File: config.mk
export PLATFORM = sky130hd
export DESIGN_NAME = wide_add_seq_flat
export DESIGN_NICKNAME = d
export VERILOG_FILES = /design/src/rtl/wide_add_seq_if.sv /design/src/rtl/wide_add_seq.sv /design/src/flat_wrapper.sv
export SDC_FILE = /design/constraint.sdc
export NUM_CORES = 1
export LEC_CHECK = 0
export CORE_AREA = 10 10 93 95
export DETAILED_ROUTE_END_ITERATION = 10
export DIE_AREA = 0 0 103 105
export DONT_BUFFER_PORTS = 1
export PLACE_DENSITY = 0.63
export RECOVER_POWER = 50
export SLEW_MARGIN = 30
export SYNTH_ARGS = -nofsm -noshare
export SYNTH_HDL_FRONTEND = slang
export SYNTH_SLANG_ARGS = --single-unit
File: constraint.sdc
create_clock -name clk -period 3.25 [get_ports clk]
set_input_delay 0.65 -clock clk [delete_from_list [all_inputs] [get_ports clk]]
set_output_delay 0.65 -clock clk [all_outputs]
set_load 0.005 [all_outputs]
File: src/rtl/wide_add_seq_if.sv
// Operation request/result bundle for wide_add_seq.
// master = requester/consumer side, slave = the adder.
// Widths follow NSLICE so both sides must use the same value.
interface wide_add_seq_if #(
  parameter int NSLICE = 4
);
  localparam int W = 5 * NSLICE;

  logic         start_valid;
  logic         start_ready;
  logic [W-1:0] A;
  logic [W-1:0] B;
  logic         Cin;
  logic         sub;
  logic         res_valid;
  logic         res_ready;
  logic [W-1:0] S;
  logic         Cout;
  logic         busy;

  modport master (
    output start_valid, A, B, Cin, sub, res_ready,
    input  start_ready, res_valid, S, Cout, busy
  );

  modport slave (
    input  start_valid, A, B, Cin, sub, res_ready,
    output start_ready, res_valid, S, Cout, busy
  );
endinterface

File: src/rtl/wide_add_seq.sv
// Sequential W-bit adder/subtractor reusing one 5-bit ripple slice per cycle.
// Latency: result valid NSLICE edges after the accept edge.
// Backpressure: result held in DONE until res_ready; no new accept until then.
module wide_add_seq #(
  parameter int NSLICE = 4
) (
  input  logic           clk,
  input  logic           reset,
  wide_add_seq_if.slave  bus
);
  localparam int W  = 5 * NSLICE;
  localparam int CW = (NSLICE > 1) ? $clog2(NSLICE) : 1;

  typedef enum logic [1:0] {IDLE, ADD, DONE} state_t;

  state_t        state;
  logic [W-1:0]  opa;
  logic [W-1:0]  opb;
  logic [W-1:0]  s_q;
  logic [W-1:0]  s_nxt;
  logic [CW-1:0] cnt;
  logic          carry;
  logic          cout_q;
  logic          vld_q;
  logic          rdy_q;
  logic          busy_q;

  // Operands shift right one slice per ADD cycle, so the active slice is
  // always the low 5 bits; the finished slice enters S from the top, and
  // after NSLICE shifts slice cnt lands at S[5*cnt +: 5].
  logic [4:0] sl_a;
  logic [4:0] sl_b;
  logic [4:0] sl_s;
  logic [5:0] sl_c;
  logic       sl_co;

  assign sl_a  = opa[4:0];
  assign sl_b  = opb[4:0];
  assign sl_co = sl_c[5];

  // The single 5-bit slice: ripple of 1-bit full adders fed by the carry register.
  always_comb begin
    sl_s    = '0;
    sl_c    = '0;
    sl_c[0] = carry;
    for (int i = 0; i < 5; i++) begin
      sl_s[i]   = sl_a[i] ^ sl_b[i] ^ sl_c[i];
      sl_c[i+1] = (sl_a[i] & sl_b[i]) | (sl_c[i] & (sl_a[i] ^ sl_b[i]));
    end
  end

  // Next S: shift down one slice and drop the new slice into the top.
  always_comb begin
    s_nxt           = s_q >> 5;
    s_nxt[W-1 -: 5] = sl_s;
  end

  // Control FSM with registered handshake/status outputs.
  always_ff @(posedge clk or posedge reset) begin
    if (reset) begin
      state  <= IDLE;
      cnt    <= '0;
      carry  <= 1'b0;
      opa    <= '0;
      opb    <= '0;
      s_q    <= '0;
      cout_q <= 1'b0;
      vld_q  <= 1'b0;
      rdy_q  <= 1'b1;
      busy_q <= 1'b0;
    end else begin
      case (state)
        IDLE: begin
          if (bus.start_valid) begin
            opa    <= bus.A;
            // Subtract as A + ~B + 1.
            opb    <= bus.sub ? ~bus.B : bus.B;
            carry  <= bus.sub ? 1'b1 : bus.Cin;
            cnt    <= '0;
            rdy_q  <= 1'b0;
            busy_q <= 1'b1;
            state  <= ADD;
          end
        end
        ADD: begin
          s_q   <= s_nxt;
          carry <= sl_co;
          opa   <= opa >> 5;
          opb   <= opb >> 5;
          cnt   <= cnt + CW'(1);
          if (cnt == CW'(NSLICE - 1)) begin
            cout_q <= sl_co;
            vld_q  <= 1'b1;
            state  <= DONE;
          end
        end
        DONE: begin
          if (bus.res_ready) begin
            vld_q  <= 1'b0;
            rdy_q  <= 1'b1;
            busy_q <= 1'b0;
            state  <= IDLE;
          end
        end
        default: state <= IDLE;
      endcase
    end
  end

  assign bus.start_ready = rdy_q;
  assign bus.res_valid   = vld_q;
  assign bus.S           = s_q;
  assign bus.Cout        = cout_q;
  assign bus.busy        = busy_q;
endmodule

File: src/flat_wrapper.sv
// flat-port wrapper written by rule: the top's interface ports become plain ports
module wide_add_seq_flat 
#(
  parameter int NSLICE = 4
)
  (clk, reset, bus_start_valid, bus_A, bus_B, bus_Cin, bus_sub, bus_res_ready, bus_start_ready, bus_res_valid, bus_S, bus_Cout, bus_busy);
  wide_add_seq_if #(.NSLICE(NSLICE)) bus_i ();
  input  logic clk;
  input  logic reset;
  input wire logic [$bits(bus_i.start_valid)-1:0] bus_start_valid;
  input wire logic [$bits(bus_i.A)-1:0] bus_A;
  input wire logic [$bits(bus_i.B)-1:0] bus_B;
  input wire logic [$bits(bus_i.Cin)-1:0] bus_Cin;
  input wire logic [$bits(bus_i.sub)-1:0] bus_sub;
  input wire logic [$bits(bus_i.res_ready)-1:0] bus_res_ready;
  output wire logic [$bits(bus_i.start_ready)-1:0] bus_start_ready;
  output wire logic [$bits(bus_i.res_valid)-1:0] bus_res_valid;
  output wire logic [$bits(bus_i.S)-1:0] bus_S;
  output wire logic [$bits(bus_i.Cout)-1:0] bus_Cout;
  output wire logic [$bits(bus_i.busy)-1:0] bus_busy;
  assign bus_i.start_valid = bus_start_valid;
  assign bus_i.A = bus_A;
  assign bus_i.B = bus_B;
  assign bus_i.Cin = bus_Cin;
  assign bus_i.sub = bus_sub;
  assign bus_i.res_ready = bus_res_ready;
  assign bus_start_ready = bus_i.start_ready;
  assign bus_res_valid = bus_i.res_valid;
  assign bus_S = bus_i.S;
  assign bus_Cout = bus_i.Cout;
  assign bus_busy = bus_i.busy;
  wide_add_seq #(.NSLICE(NSLICE)) u_core (.clk(clk), .reset(reset), .bus(bus_i));
endmodule
# Word-level counts from Yosys, hierarchy flattened
# Index checks and enable logic that the tools add are counted.
word_totals:
  word_cells: 74
  inputBits: 46
  ff_bits: 69
  out_inout_bits: 24
op_classes:
  n_eq_ne: 6
  bitwise: 26
  addsub: 1
  n_reduce_logical: 9
  muxes: 22
ops:
  columns: ["operator", "n"]
  rows:
  - ["$pmux 20 s2", 2]
  - ["$mux 20", 3]
  - ["$not 20->20", 1]
  - ["$and 1x1->1", 10]
  - ["$xor 1x1->1", 10]
  - ["$reduce_and 3->1", 3]
  - ["$mux 2", 4]
  - ["$pmux 1 s2", 4]
  - ["$mux 1", 7]
  - ["$pmux 2 s3", 1]
  - ["$reduce_bool 2->1", 3]
  - ["$or 1x1->1", 5]
  - ["$eq 2x2->1 const B", 2]
  - ["$ne 2x2->1 const B", 2]
  - ["$pmux 2 s2", 1]
  - ["$reduce_and 2->1", 2]
  - ["$add 2x1->2 const B", 1]
  - ["$eq 2x1->1 const B", 1]
  - ["$logic_not 2->1", 1]
  - ["$ne 2x1->1 const B", 1]

# Logic depth before layout (Yosys ltp)
logic_depth:
  word_depth: 12
  mapped_depth: 10
  ltp_nobuf: 10

# Worst setup path before layout
# OpenSTA, ideal clock, no wires.
synth_path:
  path_type: "register to register"
  start: "register u_core.carry"
  end: "register u_core.s_q[19] (netlist: u_core.bus.S[19])"
  path_stages_with_launch: 10
  path_buffers: 0
  arrival_time_ns: 2.517
  path_slack_ns: 0.650
  t_required_ns: 3.167
  path_cell_list: "dfrtp_1 -> fa_1 -> inv_1 -> fa_1 -> inv_1 -> fa_1 -> fa_1 -> inv_1 -> fa_1 -> o21ai_0"
synth_between:
  elab_chain_len: 9
synth_rtl:
  columns: ["item", "line_no", "source"]
  rows:
  - ["from (decl)", "wide_add_seq.sv:22", "logic carry;"]
  - ["from (signal assigned)", "wide_add_seq.sv:78", "carry <= bus.sub ? 1'b1 : bus.Cin;"]
  - ["from (signal assigned)", "wide_add_seq.sv:87", "carry <= sl_co;"]
  - ["$and 1x1->1", "wide_add_seq.sv:48", "sl_c[i+1] = (sl_a[i] & sl_b[i]) | (sl_c[i] & (sl_a[i] ^ sl_b[i]));"]
  - ["$or 1x1->1", "wide_add_seq.sv:48", null]
  - ["$and 1x1->1", "wide_add_seq.sv:48", null]
  - ["$or 1x1->1", "wide_add_seq.sv:48", null]
  - ["$and 1x1->1", "wide_add_seq.sv:48", null]
  - ["$or 1x1->1", "wide_add_seq.sv:48", null]
  - ["$and 1x1->1", "wide_add_seq.sv:48", null]
  - ["$or 1x1->1", "wide_add_seq.sv:48", null]
  - ["$xor 1x1->1", "wide_add_seq.sv:47", "sl_s[i] = sl_a[i] ^ sl_b[i] ^ sl_c[i];"]
  - ["to (signal assigned)", "wide_add_seq.sv:86", "s_q <= s_nxt;"]
  - ["to (decl)", "wide_add_seq.sv:19", "logic [W-1:0] s_q;"]
# Every way passes these cells.
# A chain may end at the register's enable or synchronous reset.

# Worst setup path in the final report
# Same ends and word-level chain as after synthesis.

==> impl_results.md <==
* Post-route ant nets at 0
* Max Freq at 0.369 GHz
* Final setup vio count at 0
* DRC errors left at 0
* Yosys top cell by area: dfrtp_1
* Setup Skew at 0.00528 ns
* P_leak at 1.63 nW
* Max Cap Violations at 0
* Vias in the first global route at 2288
* Outcome: completed
* Grt met3 use at 4.55%
* Gpl congestion at 0.739
* H-tree depth at 3
* Reg2reg path depth at 9
* Reg2reg setup slack at 0.54 ns
* CTS root buf: clkbuf_8
* Synth top area share at 51.0%
* Worst setup margin at 0.543 ns
* GRT Overall Usage at 14.2%
* Tcrit/Tclk final at 83.3%
* Class of the worst hold path: in -> reg
* Global Route met2 Usage at 20.9%
* Crit. End Element: register
* Number of clock sinks at 69
* Post-Syn Nets at 381
* Sequential-to-total area share from yosys stat at 51.8%
* Number of max-slew violations in the final report at 0
* Met1 usage at 18.0%
* Core area at 6760 sq um
* Pre-CTS setup slack at 0.526 ns
* DRT iter0 DRCs at 163
* Hold buffers post-CTS at 0
* Final Non-Filler Cells at 392
* Area grow syn2layout at 2.25%
* Busiest grt layer: met2
* Crit start category: register
* Post-CTS sizing at 0
* FF+latch count, synth at 69
* DIE WIDTH at 103 microns
* Initial antenna violation count at 0
* Total number of vias at 2158
* Drt pass-1 iters at 4
* Worst hold margin at 0.414 ns
* Clk buf depth at 2
* DR WL/cell at 18.3 microns
* PortBufs at 0
* Layout cell share with drive strength beyond 1 at 8.65%
* Count of different cell masters after synthesis at 36
* Critical path data arrival time at 2.97 ns
* Postcts setup bufs at 0
* Fin. Hold Viols at 0
* Slowest cell delay on critical path at 0.44 ns
* Final worst path period need at 2.71 ns
* Largest net degree at the start of global routing at 33
* First-pass GRT wire length at 12.0 mm
* Top cells by area, synth: dfrtp_1, nand2_1, buf_4, a221o_1, xor2_1
* Via density at 5.51
* Initial Utilization at 49.4%
* Setup TNS at 0 ns
* Worst Min Path Start: bus_A[15]
* CP most frequent cell: fa_1
* Power Dens Cells at 971 nW/um^2
* Diodes inserted at 0
* FP Rows at 30
* Syn avg cell area at 10.1 sq um
* CTS tree: built
* Mapped cell area at 3330 sq um
* Clk Latency, worst-skew pair at 0.34 ns
* RSZ-0062 raised after global routing: false
* Clock slew at reported path FFs at 0.07 ns
* Grt total ovfl at 0
* Nets at 361
* CP Class: reg -> reg
* Critical-path cell list: fa_1 > inv_1 > fa_1 > inv_1 > fa_1 > fa_1 > inv_1 > fa_1 > o21ai_0
* Post-DP HPWL at 5.10 mm
* Hold path cells at 2
* Max FO, Critical Path at 2
* Worst r2r dst: u_core.bus.S[19]
* Ys Warns at 0
* CTS Buf Count at 9
* Hold EP: u_core.opa[15]
* Max VDD drop at 0.354 mV
* Worst Max-Slew Pin Slew at 1.25 ns
* Worst EP required at 3.51 ns
* Die height at 105 microns
* Num ports at 70
* Total Die Area at 10800 sq um
* Synthesized instance count at 329
* Critical Path Source: u_core.carry
* Total Power at 3.31 mW
* Worst R2R Start: u_core.carry
* Max_slew headroom at 16.9%
* Inst Count DP at 378
* Routed WL at 7.19 mm
* Crit-path slowest cell: fa_1
==> cell type report <==
type                       instances  area [sq um]
timing repair buffer               8          52.6
inverter                          11          41.3
multi-input combinational        210          1320
tap                               80           100
clock buffer                      12           155
clock inverter                     2          10.0
sequential                        69          1730
fill                             646          3350
==> registers in the layout (all words and copies together), names as in the netlist <==
| signal | flops |
|---|---|
| u_core.cnt | 2 |
| u_core.bus.Cout | 1 |
| u_core.bus.start_ready | 1 |
| u_core.carry | 1 |
| u_core.opb | 20 |
| u_core.opa | 20 |
| u_core.bus.busy | 1 |
| u_core.bus.S | 20 |
| u_core.bus.res_valid | 1 |
| u_core.state | 2 |
==> logic make-up after synthesis <==
| logic type | synth area share [%] |
|---|---|
| xor+xnor | 5.25 |
| compound gates | 14.1 |
| flops | 51.8 |
| buf+inv | 8.59 |
| fa+ha+maj | 3.38 |
| simple gates | 16.8 |
==> critical path, delay by kind of cell (launching register included) <==
family	cells	cell delay [ns]
compound gates	1	0.17
fa+ha+maj	5	1.83
buf+inv	3	0.23
flops	1	0.40
==> where the power goes <==
group	switching (mW)	total, mW	internal, mW	leakage, nW
registers	0.294	1.53	1.23	0.874
logic	0.697	1.18	0.480	0.672
clock network	0.299	0.607	0.308	0.0881
==> per-layer routing <==
metal	vias to the layer above	part of all wire [%]
met5	-	0
met4	0	1.8
met3	9	7.0
met2	56	47
met1	1036	45
li1	1057	-
==> layout by cell type, fill, tap and decap left out, drive strengths merged, types with 2 or more instances in the layout <==
cell type  synthesis  final
xor2              13     13
a22oi             15     15
fa                 5      5
nand2b             2      2
xnor2              7      7
buf               33      6
o22ai              2      2
nor2               3      3
o21ai             24     24
nand2             86     86
a21oi              2      2
nand3b             2      2
and3b             12     12
o221ai             2      2
nand3             10     10
a221o             12     12
clkinv             0      2
dfrtp             68     68
inv               11     11
clkbuf             6     14
==> cells in the mapped netlist <==
| cell | instances |
|---|---|
| a211oi_2 | 1 |
| a21oi_1 | 2 |
| a221o_1 | 12 |
| a222oi_1 | 1 |
| a22o_1 | 1 |
| a22oi_1 | 15 |
| and2b_1 | 1 |
| and3b_1 | 12 |
| buf_2 | 13 |
| buf_4 | 18 |
| buf_6 | 2 |
| clkbuf_1 | 6 |
| dfrtp_1 | 68 |
| dfstp_2 | 1 |
| fa_1 | 5 |
| ha_1 | 1 |
| inv_1 | 11 |
| nand2_1 | 86 |
| nand2b_1 | 2 |
| nand3_1 | 10 |
| nand3b_1 | 2 |
| nor2_1 | 3 |
| nor2b_1 | 1 |
| nor3b_2 | 1 |
| nor4b_1 | 1 |
| o21ai_0 | 21 |
| o21ai_2 | 3 |
| o21bai_2 | 1 |
| o221ai_1 | 2 |
| o22a_1 | 1 |
| o22ai_1 | 2 |
| o2bb2ai_1 | 1 |
| o31ai_1 | 1 |
| or3b_1 | 1 |
| xnor2_1 | 7 |
| xor2_1 | 13 |
==> worst max-delay path by stage <==
stage                             endpoint  cells past startpoint  slack [ns]
after global routing      u_core.bus.S[19]                      9        0.38
final                     u_core.bus.S[19]                      9        0.54
after global placement    u_core.bus.S[19]                      9        0.58
after CTS                 u_core.bus.S[19]                      9        0.50
after detailed placement  u_core.bus.S[19]                      9        0.53
after floorplan           u_core.bus.S[19]                      9        0.65
==> stage by stage <==
stage,instance area [sq um],utilization [%]
4_1_cts,3420,50.6
6_report,3410,50.5
3_3_place_gp,3250,48.1
5_1_grt,3410,50.5
3_5_place_dp,3250,48.1
2_1_floorplan,3330,-
No activity file was read; power rests on OpenSTA's default activity.
